## src/rtl/mips32_pkg.sv

```systemverilog
// MIPS32 opcode constants, instruction-class encodings and shared decode helpers.
package mips32_pkg;

   localparam logic [5:0] OP_RTYPE = 6'h00;
   localparam logic [5:0] OP_J     = 6'h02;
   localparam logic [5:0] OP_JAL   = 6'h03;
   localparam logic [5:0] OP_ANDI  = 6'h0C;
   localparam logic [5:0] OP_ORI   = 6'h0D;
   localparam logic [5:0] OP_XORI  = 6'h0E;
   localparam logic [5:0] OP_LUI   = 6'h0F;

   localparam logic [31:0] MIPS_NOP = 32'h0000_0000;

   typedef enum logic [1:0] {
      ITYPE_R = 2'd0,
      ITYPE_I = 2'd1,
      ITYPE_J = 2'd2
   } itype_e;

   function automatic itype_e decode_itype(input logic [5:0] op);
      if (op == OP_RTYPE) begin
         return ITYPE_R;
      end else if (op == OP_J || op == OP_JAL) begin
         return ITYPE_J;
      end
      return ITYPE_I;
   endfunction

   // Logical immediates zero-extend, lui shifts up, everything else sign-extends.
   function automatic logic [31:0] extend_imm(input logic [5:0] op, input logic [15:0] imm);
      case (op)
         OP_ANDI, OP_ORI, OP_XORI: return {16'h0000, imm};
         OP_LUI:                   return {imm, 16'h0000};
         default:                  return {{16{imm[15]}}, imm};
      endcase
   endfunction

endpackage

```

## src/rtl/ir_queue.sv

```systemverilog
// DEPTH-entry circular FIFO of instruction words with push, pop, flush and occupancy status.
module ir_queue #(
   parameter int unsigned DEPTH = 2,
   parameter int unsigned CNT_W = $clog2(DEPTH + 1)
) (
   input  logic             clk,
   input  logic             rst_n,
   input  logic             push,
   input  logic [31:0]      wdata,
   input  logic             pop,
   input  logic             flush,
   output logic [31:0]      rdata,
   output logic [CNT_W-1:0] count,
   output logic             empty,
   output logic             full
);

   localparam int unsigned PTR_W = (DEPTH > 1) ? $clog2(DEPTH) : 1;

   logic [31:0]      mem [DEPTH];
   logic [PTR_W-1:0] head_q, tail_q;
   logic [CNT_W-1:0] count_q;
   logic             do_push, do_pop;

   function automatic logic [PTR_W-1:0] next_ptr(input logic [PTR_W-1:0] ptr);
      return (ptr == PTR_W'(DEPTH - 1)) ? '0 : ptr + PTR_W'(1);
   endfunction

   assign empty   = (count_q == '0);
   assign full    = (count_q == CNT_W'(DEPTH));
   assign count   = count_q;
   assign rdata   = mem[head_q];
   assign do_push = push && !full && !flush;
   assign do_pop  = pop && !empty && !flush;

   always_ff @(posedge clk or negedge rst_n) begin
      if (!rst_n) begin
         head_q  <= '0;
         tail_q  <= '0;
         count_q <= '0;
      end else if (flush) begin
         head_q  <= '0;
         tail_q  <= '0;
         count_q <= '0;
      end else begin
         if (do_push) tail_q <= next_ptr(tail_q);
         if (do_pop)  head_q <= next_ptr(head_q);
         case ({do_push, do_pop})
            2'b10:   count_q <= count_q + CNT_W'(1);
            2'b01:   count_q <= count_q - CNT_W'(1);
            default: count_q <= count_q;
         endcase
      end
   end

   // Storage needs no reset; only entries between head and tail are ever read.
   always_ff @(posedge clk) begin
      if (do_push) mem[tail_q] <= wdata;
   end

endmodule

```

## src/rtl/instr_queue_reg.sv

```systemverilog
// Queued MIPS32 instruction register with field decode; define IR_BYPASS_EN to let an
// empty queue forward in_data straight into IR on ir_w.
module instr_queue_reg
   import mips32_pkg::*;
#(
   parameter int unsigned DEPTH    = 2,
   parameter logic [31:0] RESET_IR = MIPS_NOP
) (
   input  logic                         clk,
   input  logic                         rst_n,
   input  logic                         in_valid,
   input  logic [31:0]                  in_data,
   output logic                         in_ready,
   input  logic                         ir_w,
   input  logic                         flush,
   output logic [31:0]                  ir,
   output logic                         ir_valid,
   output logic [5:0]                   opcode,
   output logic [4:0]                   rs,
   output logic [4:0]                   rt,
   output logic [4:0]                   rd,
   output logic [4:0]                   shamt,
   output logic [5:0]                   funct,
   output logic [15:0]                  imm16,
   output logic [31:0]                  imm_ext,
   output logic [25:0]                  jaddr,
   output logic [1:0]                   itype,
   output logic [$clog2(DEPTH+1)-1:0]   count,
   output logic                         empty,
   output logic                         full
);

   logic [31:0] ir_q;
   logic        ir_valid_q;
   logic [31:0] head_data;
   logic        bypass;
   logic        q_push, q_pop;

`ifdef IR_BYPASS_EN
   assign bypass = empty && in_valid && ir_w && !flush;
`else
   assign bypass = 1'b0;
`endif

   assign in_ready = !full;
   assign q_push   = in_valid && in_ready && !bypass;
   assign q_pop    = ir_w;

   ir_queue #(
      .DEPTH (DEPTH)
   ) u_queue (
      .clk   (clk),
      .rst_n (rst_n),
      .push  (q_push),
      .wdata (in_data),
      .pop   (q_pop),
      .flush (flush),
      .rdata (head_data),
      .count (count),
      .empty (empty),
      .full  (full)
   );

   always_ff @(posedge clk or negedge rst_n) begin
      if (!rst_n) begin
         ir_q       <= RESET_IR;
         ir_valid_q <= 1'b0;
      end else if (flush) begin
         ir_q       <= RESET_IR;
         ir_valid_q <= 1'b0;
      end else if (ir_w) begin
         if (bypass) begin
            ir_q       <= in_data;
            ir_valid_q <= 1'b1;
         end else if (!empty) begin
            ir_q       <= head_data;
            ir_valid_q <= 1'b1;
         end else begin
            // Popping an empty queue inserts a bubble rather than stalling.
            ir_q       <= RESET_IR;
            ir_valid_q <= 1'b0;
         end
      end
   end

   assign ir       = ir_q;
   assign ir_valid = ir_valid_q;
   assign opcode   = ir_q[31:26];
   assign rs       = ir_q[25:21];
   assign rt       = ir_q[20:16];
   assign rd       = ir_q[15:11];
   assign shamt    = ir_q[10:6];
   assign funct    = ir_q[5:0];
   assign imm16    = ir_q[15:0];
   assign jaddr    = ir_q[25:0];
   assign itype    = decode_itype(ir_q[31:26]);
   assign imm_ext  = extend_imm(ir_q[31:26], ir_q[15:0]);

endmodule

```

## config.mk

```make
export PLATFORM = sky130hd
export DESIGN_NAME = instr_queue_reg
export DESIGN_NICKNAME = d
export VERILOG_FILES = /design/src/rtl/mips32_pkg.sv /design/src/rtl/ir_queue.sv /design/src/rtl/instr_queue_reg.sv
export SDC_FILE = /design/constraint.sdc
export NUM_CORES = 1
export LEC_CHECK = 0
export ABC_AREA = 1
export BUFFER_PORTS_ARGS = -buffer_cell sky130_fd_sc_hd__buf_4
export CORE_ASPECT_RATIO = 1.4
export CORE_MARGIN = 3
export CORE_UTILIZATION = 44
export DETAILED_ROUTE_END_ITERATION = 7
export PLACE_DENSITY = 0.76
export SLEW_MARGIN = 20
export SYNTH_ARGS = -nofsm -noshare
export SYNTH_HDL_FRONTEND = slang
export SYNTH_SLANG_ARGS = --single-unit
```

## constraint.sdc

```tcl
create_clock -name clk -period 2.5 [get_ports clk]
set_input_delay 0 -clock clk [delete_from_list [all_inputs] [get_ports clk]]
set_output_delay 0 -clock clk [all_outputs]
set_load 0.01 [all_outputs]
```

# --- Word-level counts from Yosys, hierarchy flattened ---
# Memory sizes are Yosys's and may differ from the RTL's.
# Index checks and enable logic that the tools add are counted.
word_totals:
  memories: 1
  ram_bits: 64
  regBits: 37
  output_inout_bits: 146
  mem_bits_ro: 0
  latchBits: 0
memory_table:
  columns: ["memory", "words", "word_bits", "read_ports", "rd_ports_with_merged_regs", "write_ports", "line_no", "rtl"]
  rows:
  - ["u_queue.mem", 2, 32, 1, 0, 1, "ir_queue.sv:20", "logic [31:0] mem [DEPTH];"]
classes:
  n_addsub: 4
  n_reduce_logical: 16
  n_shift: 0
  div_mod_pow: 0
  order_cmp: 0
  n_eq_ne: 9
  bitwise_logic: 0
  n_mux: 22
  mul: 0
op_table:
  columns: ["cell", "n"]
  rows:
  - ["32-bit two-way mux", 3]
  - ["32-bit one-hot mux with 2 select lines", 1]
  - ["6-bit by 4-bit equality test with 1-bit output, second input constant", 4]
  - ["1-bit two-way mux", 13]
  - ["6-bit by 2-bit equality test with 1-bit output, second input constant", 2]
  - ["2-bit two-way mux", 4]
  - ["6-bit zero test", 1]
  - ["2-bit nonzero test", 3]
  - ["1-bit logical AND", 5]
  - ["2-bit equality test, second input constant", 2]
  - ["2-bit one-hot mux with 2 select lines", 1]
  - ["1-bit zero test", 3]
  - ["3-bit nonzero test", 1]
  - ["3-bit OR reduction", 1]
  - ["1-bit adder, second input constant", 2]
  - ["2-bit by 1-bit adder with 2-bit output, second input constant", 1]
  - ["2-bit by 1-bit equality test with 1-bit output, second input constant", 1]
  - ["2-bit zero test", 1]
  - ["2-bit by 1-bit subtractor with 2-bit output, second input constant", 1]
  - ["1-bit logical OR", 1]

# --- Depth between registers and ports, before layout ---
logic_depth:
  ltp_word: 8
  depth_mapped: 8
  mapped_depth_nobuf: 8

# --- Cells and area by module ---
# Synthesis repeated with hierarchy kept, for this count alone.
unflattened:
  hier_cells: 497
  hier_area_um2: 4902.2
modules_own_cells:
  columns: ["mod", "cells_each", "instances", "seq_area_each_um2", "area_per_inst_um2"]
  rows:
  - ["ir_queue", 209, 1, 2021.9, 2628.8]
  - ["instr_queue_reg", 288, 1, 825.8, 2273.4]

# --- Least setup slack after synthesis ---
# No wires, ideal clock.
synth_timing:
  path_kind: "register -> register"
  from: "register u_queue.count_q[0], in the netlist u_queue.count[0]"
  to: "memory u_queue.mem[0][0], enable pin"
  path_slack_ps: -189
  setup_time_ps: 421
  t_arrival_ps: 2268
  path_stages_with_launch: 7
  n_path_buf: 0
  cell_sequence: "dfrtp_1 inv_2 nand2_1 nand2_2 inv_2 nand2_1 nor2_1"
synth_via:
  elab_chain_len: 7
synth_lines:
  columns: ["element", "line_no", "rtl"]
  rows:
  - ["start: declaration", "ir_queue.sv:22", "logic [CNT_W-1:0] count_q;"]
  - ["start signal: assignment", "ir_queue.sv:49", "2'b10: count_q <= count_q + CNT_W'(1);"]
  - ["start signal: assignment", "ir_queue.sv:50", "2'b01: count_q <= count_q - CNT_W'(1);"]
  - ["start signal: assignment", "ir_queue.sv:51", "default: count_q <= count_q;"]
  - ["2-bit equality test (*)", "ir_queue.sv:30", "assign full = (count_q == CNT_W'(DEPTH));"]
  - ["1-bit zero test (*)", "instr_queue_reg.sv:45", "assign in_ready = !full;"]
  - ["named net in_ready", "instr_queue_reg.sv:13", "output logic in_ready,"]
  - ["1-bit logical AND", "instr_queue_reg.sv:46", "assign q_push = in_valid && in_ready && !bypass;"]
  - ["1-bit logical AND (*) (2 in series)", "ir_queue.sv:33", "assign do_push = push && !full && !flush;"]
  - ["1-bit two-way mux (*)", "ir_queue.sv:58", "if (do_push) mem[tail_q] <= wdata;"]
  - ["1-bit two-way mux (not written as such) (*)", "ir_queue.sv:58", null]
  - ["end: declaration", "ir_queue.sv:20", null]
# The timed path passes the listed nets; every way through them passes the cells marked *.

# --- Worst setup path after layout ---
layout_timing:
  from: "register ir_q[31], in the netlist ir[31]"
  to: "output port imm_ext[22]"
layout_via:
  elab_chain_len: 3
  elab_cells_between_ends: 6
layout_lines:
  columns: ["element", "line_no", "rtl"]
  rows:
  - ["start: declaration", "instr_queue_reg.sv:33", "logic [31:0] ir_q;"]
  - ["start signal: assignment", "instr_queue_reg.sv:73", "ir_q <= in_data;"]
  - ["start signal: assignment", "instr_queue_reg.sv:76", "ir_q <= head_data;"]
  - ["6-bit by 4-bit equality test with 1-bit output", "mips32_pkg.sv:31", "case (op)"]
  - ["3-bit OR reduction", "mips32_pkg.sv:31", null]
  - ["32-bit one-hot mux with 2 select lines (*)", "mips32_pkg.sv:31", null]
  - ["end: declaration", "instr_queue_reg.sv:25", "output logic [31:0] imm_ext,"]
# Every way passes the cells marked *; elsewhere a longest branch is shown, timed or not.

==> reports/qor.csv <==
stage;metric;value;unit
layout;drive_above_1_share;51.0;%
timing;timing.hold.ws;0.0575;ns
yosys;ys_types;28;
global_routing;overflow;0;
layout;nets;540;
run_status;status;complete, no violations;
clock_network;clkLatencyLatePin;0.34;ns
setup_path;cp.required;2.50;ns
clock_network;cts_tree;built;
timing;rsz0062_at_grt;false;
layout;diodes;0;
timing;final-hold-violation-count;0;
clock_network;cts.htree.levels;3;
yosys;synth_mux_area_share;6.74;%
clock_network;ctsResizeCount;0;
yosys;synth_top_family_by_area;buffers and inverters;
setup_path;critPathKind;reg -> out;
yosys;synth-seq-area-share;59.9;%
pwr;pwr_density_cell;836;nW/um^2
pwr;p_sw;1.62;mW
timing;worst_slew_pin_slew;0.556;ns
clock_network;cts_buffer_depth;2;
die;start_util;45.4;%
die;io_pins;183;
drt;finalWirelength;10.1;mm
layout;final_common_cell;buf_4;
pwr;switching_share;30.5;%
setup_path;cpMaxStageDelayCell;dfrtp_1;
global_routing;grt_start_max_net_pins;38;
yosys;syn_area_per_cell;13.2;sq um
timing;tns;0;ns
timing;fin_crit;1.93;ns
yosys;synthFlopType;edfxtp_1;
placed_design;place_hpwl;6.98;mm
drt;routed_via_density;4.76;
setup_path;end_kind;output pin;
yosys;yosysWarnings;0;
yosys;synth_nets;398;
setup_path;crit_chain;nor2_4 -> nand3_4 -> nor2_8 -> inv_2 -> o21ai_0 -> buf_4;
pwr;p_comb_share;30.2;%
pwr;vdd_drop_max;0.000503;V
drt;wl_per_cell;15.7;microns
placed_design;gp_congestion;0.868;
global_routing;grt_pass1_wl;15.5;mm
global_routing;grt.total_usage;16.9;%
placed_design;numPortBuffers;182;
hold_path;holdCritPathClass;in -> reg;
yosys;synth_seq_cells;101;
layout;final_util;60.6;%
drt;antenna_left;0;
setup_path;critPathArrivalTime;1.93;ns
yosys;synth-compound-area-share;10.3;%
yosys;synth_xor_area_share;0.369;%
yosys;postSynthCellCount;361;
clock_network;cts.sinks;101;
pwr;clock_power_share;28.4;%
layout;area_delta_synth_final;33.4;%
die;die_w;93.8;microns
pwr;power_frac_seq;41.4;%
pwr;internal_power;3.68;mW
timing;setup_viol;0;
clock_network;ctsRootBufferMaster;clkbuf_16;
pwr;leakage;2.80;nW
setup_path;crit_path_max_incr_delay;0.44;ns
setup_path;critPathLaunchType;flop;
clock_network;post-cts-setup-buffer-count;0;
yosys;synth_adder_area_share;0;%
clock_network;cts_made_buffers;9;
global_routing;antenna_found_initial;0;
drt;first_iter_violations;82;
timing;skew;0.00727;ns
die;dieArea;12100;sq um
global_routing;grt_pass1_vias;3033;
timing;drv_slew;0;
layout;final_cell_area;6340;sq um
timing;slew_headroom;62.9;%
layout;layout_common_cells;185 x buf_4, 64 x edfxtp_1, 36 x dfrtp_1, 34 x dlygate4sd3_1, 32 x mux2i_1;
timing;fin_crit_sh;77.4;%
clock_network;path_clk_slew;0.07;ns
yosys;synthArstFlopShare;36.6;%
die;die_h;129;microns
setup_path;critical_path_peak_fanout;17;
die;core.rowCount;44;
yosys;synth_edf_count;64;
drt;firstDrtPassIters;4;
timing;max_clock_freq;0.517;GHz
placed_design;place_area;5670;sq um
die;core_area;10500;sq um
drt;drc;0;
yosys;syn_area;4750;sq um
run;cap_violations;0;
drt;vias;3075;
yosys;yosys.area_share.simple;6.82;%
==> Yosys cell counts (2+ instances only) <==
cell type,instances,area [sq um]
o21ai_2,21,184
buf_4,77,578
inv_1,19,71.3
o21ai_0,8,40.0
xor2_1,2,17.5
mux2i_1,32,320
nor2_1,22,82.6
o22ai_2,18,225
buf_2,5,25.0
nand2_2,2,12.5
dfrtp_1,37,926
edfxtp_1,64,1920
o21ai_1,2,10.0
nand2_1,12,45.0
nand2_4,2,22.5
nor2_4,2,22.5
nand3_1,17,85.1
inv_2,5,18.8
buf_6,5,56.3
==> power by group through the flow <==
stage	Sequential, mW	Combinational, mW	Clock, mW
finish	2.19	1.60	1.50
global route	2.23	1.72	1.62
CTS	2.19	1.62	1.54
detailed placement	2.22	1.57	0
global placement	2.21	1.55	0
floorplan	2.19	1.06	0
==> state kept, by name (all words and copies together) (netlist names) <==
signal	count
ir_valid	1
u_queue.tail_q	1
ir	32
u_queue.head_q	1
u_queue.mem	64
u_queue.count	2
==> metal layers <==
layer / share of wire (%) / vias to the layer above / global-route usage, %
met2: 58 / 118 / 32.1
met3: 5.8 / 10 / 5.26
met5: 0 / - / 0
met4: 1.3 / 0 / 5.36
met1: 35 / 1479 / 17.4
li1: - / 1468 / -
==> stage by stage <==
step	std cells	setup WS (ns)	total power [mW]
floorplan	361	0.330	3.25
global placement	596	0.799	3.75
detailed placement	596	0.701	3.79
CTS	646	0.524	5.34
global route	646	0.368	5.57
finish	646	0.566	5.30
==> worst max-delay path: cells and delay by family (launching register included) <==
family,cells,cell delay [ns]
buffers and inverters,2,0.37
AOI/OAI and AO/OA,1,0.21
DFF,1,0.44
and+or+nand+nor,3,0.56
==> final cells by class <==
cell class / instances / area (sq um)
tap: 138 / 173
inverter: 24 / 90.1
clock inverter: 7 / 105
timing repair buffer: 219 / 1730
multi-input combinational: 148 / 1170
fill: 846 / 4120
clock buffer: 9 / 225
sequential: 101 / 2850
==> worst paths after layout <==
check | from | cells past startpoint | to | slack, ns
setup / recovery | ir[31]$_DFFE_PN0P_ | 6 | imm_ext[22] | 0.57
hold reg to reg | u_queue.mem[0][27]$_DFFE_PP_ | 2 | ir[27]$_DFFE_PN0P_ | 0.51
min in group asynchronous | rst_n | 2 | u_queue.count[0]$_DFFE_PN0P_ | 0.17
setup reg to reg | u_queue.count[0]$_DFFE_PN0P_ | 7 | u_queue.mem[0][0]$_DFFE_PP_ | 0.68
max in group asynchronous | rst_n | 2 | u_queue.head_q$_DFFE_PN0P_ | 1.97
hold / removal | in_valid | 4 | u_queue.tail_q$_DFFE_PN0P_ | 0.06
==> kinds of logic (layout without fill, tap and decap cells) <==
family                 after synthesis  after routing
AO/OA/AOI/OAI                       53             53
buffers and inverters              112            259
XOR/XNOR                             2              2
AND/OR/NAND/NOR                     61             61
multiplexers                        32             32
flip-flops                         101            101
==> repair_timing <==
action                                  in CTS  in global routing
endpoints found under the setup margin       0                  0
hold buffers                                34                  0
endpoints found under the hold margin      104                  0
Note: power is estimated with default switching activity, not from simulation.
